## src/rtl/endgame_banner.sv

```systemverilog
// End-of-game banner: latches the winner on game_over, slides "P<n> WIN"
// down to start_y, blinks "WIN" for HOLD_FRAMES frames, then holds it solid
// until restart_btn is pressed.
// Glyphs are 5x7 cell bitmaps with 4x4-pixel cells (20x28 pixels), top-left
// anchored; the winner digit is drawn from seven-segment strokes on that grid.
module endgame_banner #(
    parameter int N_PLAYERS    = 2,
    parameter int CHAR_PITCH   = 31,
    parameter int SLIDE_STEP   = 4,
    parameter int BLINK_FRAMES = 30,
    parameter int HOLD_FRAMES  = 300
) (
    input  logic       clk,
    input  logic       reset,
    input  logic       frame_tick,
    input  logic       game_over,
    input  logic [3:0] who_win,
    input  logic       restart_btn,
    input  logic [9:0] start_x,
    input  logic [9:0] start_y,
    input  logic [9:0] x,
    input  logic [9:0] y,
    output logic       display_player,
    output logic       display_win,
    output logic       banner_active,
    output logic       restart_req
);

    localparam int GLYPH_W = 20;
    localparam int GLYPH_H = 28;
    localparam int BW = (BLINK_FRAMES > 1) ? $clog2(BLINK_FRAMES) : 1;
    localparam int HW = (HOLD_FRAMES > 1) ? $clog2(HOLD_FRAMES) : 1;

    typedef enum logic [1:0] {IDLE, SLIDE, SHOW, WAIT} state_t;
    typedef enum logic [2:0] {G_P, G_DIGIT, G_W, G_I, G_N} glyph_t;

    state_t          state;
    logic [9:0]      cur_y;
    logic [3:0]      winner;
    logic [3:0]      winner_in;
    logic [BW-1:0]   blink_cnt;
    logic [HW-1:0]   hold_cnt;
    logic            visible;
    logic [10:0]     slide_nxt;
    logic [6:0]      seg;
    logic [11:0]     px, py, top, sx;
    logic            hit_p, hit_d, hit_w, hit_i, hit_n;

    assign slide_nxt = {1'b0, cur_y} + 11'(SLIDE_STEP);
    assign px  = {2'b00, x};
    assign py  = {2'b00, y};
    assign top = {2'b00, cur_y};
    assign sx  = {2'b00, start_x};

    // Out-of-range winner numbers fall back to player 1
    always_comb begin
        winner_in = 4'd1;
        if (who_win != 4'd0 && int'(who_win) <= N_PLAYERS)
            winner_in = who_win;
    end

    // Banner state machine: slide, blink/hold, wait for restart
    always_ff @(posedge clk) begin
        if (reset) begin
            state         <= IDLE;
            cur_y         <= '0;
            winner        <= 4'd1;
            blink_cnt     <= '0;
            hold_cnt      <= '0;
            visible       <= 1'b1;
            restart_req   <= 1'b0;
            banner_active <= 1'b0;
        end else begin
            restart_req <= 1'b0;
            case (state)
                IDLE: begin
                    if (game_over) begin
                        winner        <= winner_in;
                        cur_y         <= '0;
                        state         <= SLIDE;
                        banner_active <= 1'b1;
                    end
                end
                SLIDE: begin
                    if (frame_tick) begin
                        if (slide_nxt >= {1'b0, start_y}) begin
                            cur_y     <= start_y;
                            state     <= SHOW;
                            blink_cnt <= '0;
                            hold_cnt  <= '0;
                            visible   <= 1'b1;
                        end else begin
                            cur_y <= slide_nxt[9:0];
                        end
                    end
                end
                SHOW: begin
                    // Counters compare against N-1 before incrementing, so the
                    // action lands on the N-th tick without an extra bit of width.
                    if (frame_tick) begin
                        if (hold_cnt == HW'(HOLD_FRAMES - 1)) begin
                            state   <= WAIT;
                            visible <= 1'b1;
                        end else begin
                            hold_cnt <= hold_cnt + HW'(1);
                            if (blink_cnt == BW'(BLINK_FRAMES - 1)) begin
                                blink_cnt <= '0;
                                visible   <= ~visible;
                            end else begin
                                blink_cnt <= blink_cnt + BW'(1);
                            end
                        end
                    end
                end
                WAIT: begin
                    visible <= 1'b1;
                    if (restart_btn) begin
                        restart_req   <= 1'b1;
                        state         <= IDLE;
                        banner_active <= 1'b0;
                    end
                end
                default: state <= IDLE;
            endcase
        end
    end

    // Seven-segment pattern {g,f,e,d,c,b,a} of the latched winner
    always_comb begin
        case (winner)
            4'd1:    seg = 7'b0000110;
            4'd2:    seg = 7'b1011011;
            4'd3:    seg = 7'b1001111;
            4'd4:    seg = 7'b1100110;
            4'd5:    seg = 7'b1101101;
            4'd6:    seg = 7'b1111101;
            4'd7:    seg = 7'b0000111;
            4'd8:    seg = 7'b1111111;
            4'd9:    seg = 7'b1101111;
            default: seg = 7'b0000110;
        endcase
    end

    // One 5-cell row of a glyph, bit 4 is the leftmost cell
    function automatic logic [4:0] glyph_row(input glyph_t g, input logic [2:0] r,
                                             input logic [6:0] s);
        logic [4:0] b;
        b = '0;
        case (g)
            G_P: case (r)
                3'd0, 3'd3: b = 5'b11110;
                3'd1, 3'd2: b = 5'b10001;
                default:    b = 5'b10000;
            endcase
            G_W: case (r)
                3'd0, 3'd1, 3'd2: b = 5'b10001;
                3'd3, 3'd4, 3'd5: b = 5'b10101;
                default:          b = 5'b01010;
            endcase
            G_I: case (r)
                3'd0, 3'd6: b = 5'b11111;
                default:    b = 5'b00100;
            endcase
            G_N: case (r)
                3'd1, 3'd2: b = 5'b11001;
                3'd3:       b = 5'b10101;
                3'd4, 3'd5: b = 5'b10011;
                default:    b = 5'b10001;
            endcase
            G_DIGIT: begin
                if (r == 3'd0 && s[0]) b = 5'b11111;
                if (r == 3'd3 && s[6]) b = 5'b11111;
                if (r == 3'd6 && s[3]) b = 5'b11111;
                if (r <= 3'd3) begin
                    if (s[5]) b[4] = 1'b1;
                    if (s[1]) b[0] = 1'b1;
                end
                if (r >= 3'd3) begin
                    if (s[4]) b[4] = 1'b1;
                    if (s[2]) b[0] = 1'b1;
                end
            end
            default: b = '0;
        endcase
        return b;
    endfunction

    // Pixel hit test for one glyph whose top-left corner is (gx, gy)
    function automatic logic glyph_hit(input glyph_t g, input logic [11:0] gx,
                                       input logic [11:0] gy, input logic [11:0] qx,
                                       input logic [11:0] qy, input logic [6:0] s);
        logic [11:0] dx, dy;
        logic [7:0]  bits;
        dx   = qx - gx;
        dy   = qy - gy;
        bits = {3'b000, glyph_row(g, dy[4:2], s)};
        return (qx >= gx) && (dx < 12'(GLYPH_W)) && (qy >= gy) && (dy < 12'(GLYPH_H))
               && bits[3'd4 - dx[4:2]];
    endfunction

    // Per-pixel glyph hits along the banner row
    always_comb begin
        hit_p = glyph_hit(G_P,     sx,                         top, px, py, seg);
        hit_d = glyph_hit(G_DIGIT, sx + 12'(CHAR_PITCH),       top, px, py, seg);
        hit_w = glyph_hit(G_W,     sx + 12'(3 * CHAR_PITCH),   top, px, py, seg);
        hit_i = glyph_hit(G_I,     sx + 12'(4 * CHAR_PITCH),   top, px, py, seg);
        hit_n = glyph_hit(G_N,     sx + 12'(5 * CHAR_PITCH),   top, px, py, seg);
    end

    // Mixer enables, blanked while idle; "WIN" also follows the blink phase
    always_comb begin
        display_player = (state != IDLE) && (hit_p || hit_d);
        display_win    = (state != IDLE) && visible && (hit_w || hit_i || hit_n);
    end

endmodule

```

## config.mk

```make
export PLATFORM = sky130hd
export DESIGN_NAME = endgame_banner
export DESIGN_NICKNAME = d
export VERILOG_FILES = /design/src/rtl/endgame_banner.sv
export SDC_FILE = /design/constraint.sdc
export NUM_CORES = 1
export LEC_CHECK = 0
export BUFFER_PORTS_ARGS = -buffer_cell sky130_fd_sc_hd__buf_4
export CORE_MARGIN = 2
export CORE_UTILIZATION = 40
export DETAILED_ROUTE_END_ITERATION = 8
export GPL_TIMING_DRIVEN = 1
export PLACE_DENSITY_LB_ADDON = 0.2
export REMOVE_ABC_BUFFERS = 1
export SYNTH_ARGS = -nofsm -noshare
export SYNTH_HDL_FRONTEND = slang
export SYNTH_SLANG_ARGS = --single-unit
```

## constraint.sdc

```tcl
create_clock -name clk -period 4.4 [get_ports clk]
set_clock_uncertainty 0.15 [all_clocks]
set_input_delay 0.66 -clock clk [delete_from_list [all_inputs] [get_ports clk]]
set_output_delay 0.66 -clock clk [all_outputs]
set_load 0.02 [all_outputs]
```

# Word-level counts from Yosys, hierarchy flattened
# Memories as Yosys holds them, arrays and structs flattened. A register that Yosys moved wholly into a read port is not among the register bits.
# Index checks and enable logic that the tools add are counted.
word_totals:
  inputBits: 49
  elab_cells: 180
  ff_bits: 33
  mem_bits_ro: 112
  out_inout_bits: 4
  memories: 1
op_classes:
  bitwise_logic: 2
  magnitude_cmp: 21
  eq_ne: 19
  n_reduce_logical: 51
  mux: 60
  n_addsub: 18
mem_list:
  columns: ["memory", "depth", "word_bits", "rd", "rd_clocked_by_memory_dff", "wr", "line_no", "source"]
  rows:
  - ["(name not given)", 16, 7, 1, 1, 0, "130", "case (winner)"]
op_table:
  columns: ["operator", "count"]
  rows:
  - ["$lt 12x5->1 const B", 6]
  - ["$sub 10x11->12", 4]
  - ["$mux 5", 9]
  - ["$ge 10x11->1", 4]
  - ["$mux 9", 4]
  - ["$mux 10", 3]
  - ["$logic_and 1x1->1", 27]
  - ["$add 10x7->11 const B", 2]
  - ["$sub 10x10->11", 2]
  - ["$mux 1", 21]
  - ["$ge 10x10->1", 2]
  - ["$lt 3x4->1 const B", 5]
  - ["$pmux 10 s2", 1]
  - ["$pmux 5 s2", 2]
  - ["$pmux 9 s2", 1]
  - ["$bmux 1 s3", 5]
  - ["$sub 3x3->3 const A", 5]
  - ["$ne 2x2->1 const B", 7]
  - ["$mux 2", 6]
  - ["$mux 4", 3]
  - ["$pmux 4 s3", 1]
  - ["$add 10x3->11 const B", 1]
  - ["$add 10x5->11 const B", 1]
  - ["$add 10x8->11 const B", 1]
  - ["other kinds (31)", 48]

# Longest topological paths before layout
logic_depth:
  depth_word: 15
  depth_mapped: 15
  depth_no_buf: 15

# Worst setup path after synthesis
# Ideal clock, no wire load.
synth_timing:
  path_kind: "input to output"
  from: "in start_x[3]"
  to: "out display_win"
  stages: 14
  t_arrival_ps: 3780
  slack_ps: -190
  n_path_buf: 1
  required_time_ps: 3590
  path_cell_list: "clkbuf_1 -> inv_1 -> ha_1 -> nor2b_1 -> xnor2_1 -> ha_1 -> and3_1 -> a21oi_1 -> a31oi_1 -> and3_1 -> or3b_2 -> nor3_1 -> o211ai_1 -> a311oi_1"
synth_between:
  elab_chain_cells: 10
  word_cells_on_any_way: 36
  classes_between: "add/sub (9); order compare (6); mux (6); reduce/logical (15)"
synth_rtl:
  columns: ["item", "line_no", "source"]
  rows:
  - ["from (decl)", "19", "input logic [9:0] start_x,"]
  - ["$add 10x7->11 (on tied branches)", "205, 206", null]
  - ["$sub 10x11->12", "194", "dx = qx - gx;"]
  - ["$lt 12x5->1", "197", "return (qx >= gx) && (dx < 12'(GLYPH_W)) && (qy >= gy) && (dy < 12'(GLYPH_H))"]
  - ["$logic_and 1x1->1 (3 in series)", "197", null]
  - ["$logic_and 1x1->1", "198", "&& bits[3'd4 - dx[4:2]];"]
  - ["$logic_or 1x1->1", "213", "display_win = (state != IDLE) && visible && (hit_w || hit_i || hit_n);"]
  - ["$logic_or 1x1->1 (*)", "213", null]
  - ["$logic_and 1x1->1 (*)", "213", null]
  - ["to (decl)", "24", "output logic display_win,"]
# Mark *: on every way between the ends. The rest lies on a longest branch, timed or not. The select of a mux whose other input is x is not followed.

# Worst setup path in the final report
# Same ends and word-level chain as after synthesis.

==> summary.txt <==
GRT
  – Initial antenna violation count: 0
  – Grt met1 use: 0.287
  – First-pass GRT wire length: 26,800 um
  – GR Overflow Total: 0
  – Met2 global-route usage: 0.388
  – Pin count of the biggest net entering global routing: 39
  – GRT Max-Usage Layer: met2
  – Met3 GRT Util: 0.0177
  – Number of global-route vias before repair: 5,601
  – GRT Util Overall: 0.220

Synth
  – Adder-cell area share of the yosys netlist: 0.202
  – Main synth FF type: dfxtp_1
  – Asr flop ratio synth: 0
  – Synth top area share: 0.200
  – Synth Area in Simple Gates: 0.254
  – Compound-Gate Fraction of Synth Area: 0.247
  – Xor/xnor share of the synthesized area: 0.0818
  – EDFF count, synth: 0
  – Sequential cell area fraction in the yosys report: 0.142
  – Cell count after synthesis: 760
  – Synth top area cells: ha_1 (20%), dfxtp_1 (14%), xnor2_1 (5.9%)
  – Synthesized cell area: 0.00563 mm2
  – Average size of a mapped cell: 7.41 um2
  – Register bit total from synthesis: 40
  – Mux contribution to synthesized area: 0.0144
  – Largest area contributor in the netlist: ha_1
  – Warnings, synthesis: 0
  – Netlist cell types: 75
  – Largest family of logic cells by synthesized area: simple AND/OR/NAND/NOR gates

Clocking
  – # H-tree levels: 2
  – TritonCTS clock tree: done
  – CTS Buf Count: 5
  – Maximum clock insertion buffer count: 2
  – CTS Root Cell: clkbuf_16
  – Worst skew pair latency: ~0.28 ns
  – Cts hold-fix bufs: 0
  – Clk sinks: 40
  – Clock-pin slew on the worst setup and hold paths: 0.05 ns

Place
  – DP HPWL: 12,700 um
  – Place WS: -0.159 ns
  – Dpl cells: around 1,000
  – IO Port Bufs: 52
  – Placement-stage cell area: around 0.0065 mm2
  – GPL Wtd Cong: approximately 1

STA
  – Period utilization: 0.985
  – Worst Setup Slack, final: about 0.066 ns
  – Final setup violating endpoints: 0
  – Hold slack: 0.326 ns
  – Final hold violations: 0
  – Max Freq: 0.231 GHz
  – Relative slew slack: 0.475
  – Actual slew at the worst max-slew pin: ~0.78 ns
  – Min Clock Period, post-route: between 4 and 5 ns
  – Fin. max-slew vios: 0

Detailed routing
  – Initial DRC Count: a little under 400
  – Routed wire length: approximately 17,000 um
  – DRC Markers: 0
  – DR pass1 iterations: 5
  – DR vias: 5,891
  – DR vias/cell: 5.69
  – Detail Route Antenna Nets: 0
  – Routed len/inst: 16.0 um

Power and ir drop
  – Worst VDD drop: approximately 0.00032 V
  – PwrDens: 293 mW/mm2
  – Leakage: approximately 0.0031 uW

Finish
  – Ant diodes: 0
  – P&R area growth vs syn: 27.8%
  – Post-Layout Cell Count: about 1,000
  – Leading cell types in the layout, fill and taps excluded: buf_4 (106), ha_1 (82), nor2_1 (55)
  – Layout Nets: slightly below 1,000
  – Final instance area: between 0.007 and 0.008 mm2
  – Leading cell type in the layout, fill and taps excluded: buf_4
  – Share of post-route cells with drive strength above 1: 0.237

Floorplan
  – I/O pin count: 53
  – Row cnt: 43
  – Die height: around 120 um
  – Chip Width: approximately 120 um
  – Core ar.: 0.0138 mm2
  – Die area: 0.0150 mm2
  – Initial core utilization: 0.407

Outcome
  – Outcome: finished clean

Worst setup path
  – WP data required: roughly 3.6 ns
  – Crit path launch type: primary input
  – Crit path capture type: output pin
  – Slowest CP cell: or4_1
  – Critical-path cell list: buf_4, inv_2, ha_2, buf_4, nand2_4, nor2_4, xnor2_2, ha_1, buf_6, mux2i_2, nor2_1, or4_1, a31oi_1, nand4_1, a311oi_2, buf_4
  – Crit path largest cell delay: about 0.52 ns
  – Crit-path most repeated cell: buf_4
  – WS Path Type: primary input to output pin
  – Worst Path Arrival: between 3 and 4 ns
  – Worst Path Max Fanout: 4

Min path
  – Worst hold path class: flop to flop

Flow run
  – Maxcap violations: 0
final timing paths:
path                                                  from                    endpoint  slack, ns  depth (start not counted)
worst max-delay path                            start_x[3]                 display_win       0.07                         16
worst min-delay path            banner_active$_SDFFE_PP0P_  banner_active$_SDFFE_PP0P_       0.33                          2
worst max register to register       cur_y[3]$_SDFFE_PP0P_   blink_cnt[3]$_SDFFE_PP0P_       0.91                         12
worst min register to register  banner_active$_SDFFE_PP0P_  banner_active$_SDFFE_PP0P_       0.33                          2
timing repair:
action	4_1_cts	5_1_grt
setup buffers	3	7
gates cloned	0	0
endpoints found under the setup margin	2	2
pin swaps	14	37
endpoints found under the hold margin	0	0
gates resized for setup	27	72
kinds of logic (layout without fill, tap and decap cells):
family | after synthesis | in the layout
DFF | 40 | 40
AOI/OAI and AO/OA | 209 | 209
adders and majority gates | 91 | 91
buffers and inverters | 85 | 180
muxes | 8 | 8
and+or+nand+nor | 276 | 276
xor gates and xnor gates | 51 | 51
metrics by stage:
step | utilization | power (uW) | setup TNS [ns]
floorplan | - | 1170 | 0
global placement | 0.471 | 1500 | -0.157
detailed placement | 0.471 | 1530 | -0.291
CTS | 0.493 | 1970 | -0.0244
global route | 0.520 | 2280 | -0.0836
finish | 0.520 | 2110 | 0
registers in the layout, indices dropped and copies added, names as in the netlist:
register / flops
banner_active: 1
blink_cnt: 5
cur_y: 10
hold_cnt: 9
restart_req: 1
seg: 7
state: 2
visible: 1
winner: 4
cell usage after synthesis, drive strengths merged (6+ instances only):
| master | n |
|---|---|
| ha | 90 |
| nor2 | 61 |
| inv | 58 |
| nand2 | 56 |
| o21ai | 53 |
| a21oi | 48 |
| dfxtp | 40 |
| xnor2 | 38 |
| nand3 | 30 |
| clkbuf | 19 |
| nor3 | 19 |
| nand2b | 17 |
| a31oi | 13 |
| and2 | 13 |
| and3 | 12 |
| nor2b | 12 |
| xor2 | 12 |
| or3 | 11 |
| o21a | 9 |
| nor3b | 8 |
| a211oi | 7 |
| a21o | 7 |
| mux2i | 7 |
| or2 | 7 |
| a22oi | 6 |
| buf | 6 |
| nand3b | 6 |
| nor4 | 6 |
| o211ai | 6 |
area by class of cell:
| type | count | area [um2] |
|---|---|---|
| tap | 180 | 225 |
| fill | 1332 | 6630 |
| multi-input combinational | 635 | 4900 |
| timing repair buffer | 112 | 871 |
| clock buffer | 6 | 129 |
| clock inverter | 2 | 35.0 |
| inverter | 60 | 230 |
| sequential | 40 | 801 |
metal layers:
layer | vias to the layer above | share of wire
li1 | 2952 | -
met1 | 2757 | 0.45
met3 | 31 | 0.033
met2 | 151 | 0.49
met5 | - | 0
met4 | 0 | 0.028
power by group:
| group | internal (uW) | switching (uW) | total, uW |
|---|---|---|---|
| Clock | 267 | 143 | 409 |
| Sequential | 381 | 17.6 | 398 |
| Combinational | 582 | 717 | 1300 |
critical path, delay by kind of cell:
| kind | cells | cell delay (ns) |
|---|---|---|
| xor gates and xnor gates | 1 | 0.07 |
| and+or+nand+nor | 5 | 0.93 |
| AOI/OAI and AO/OA | 2 | 0.50 |
| muxes | 1 | 0.20 |
| adders and majority gates | 2 | 0.50 |
| buffers and inverters | 5 | 0.65 |
No activity file was read; power rests on OpenSTA's default activity.
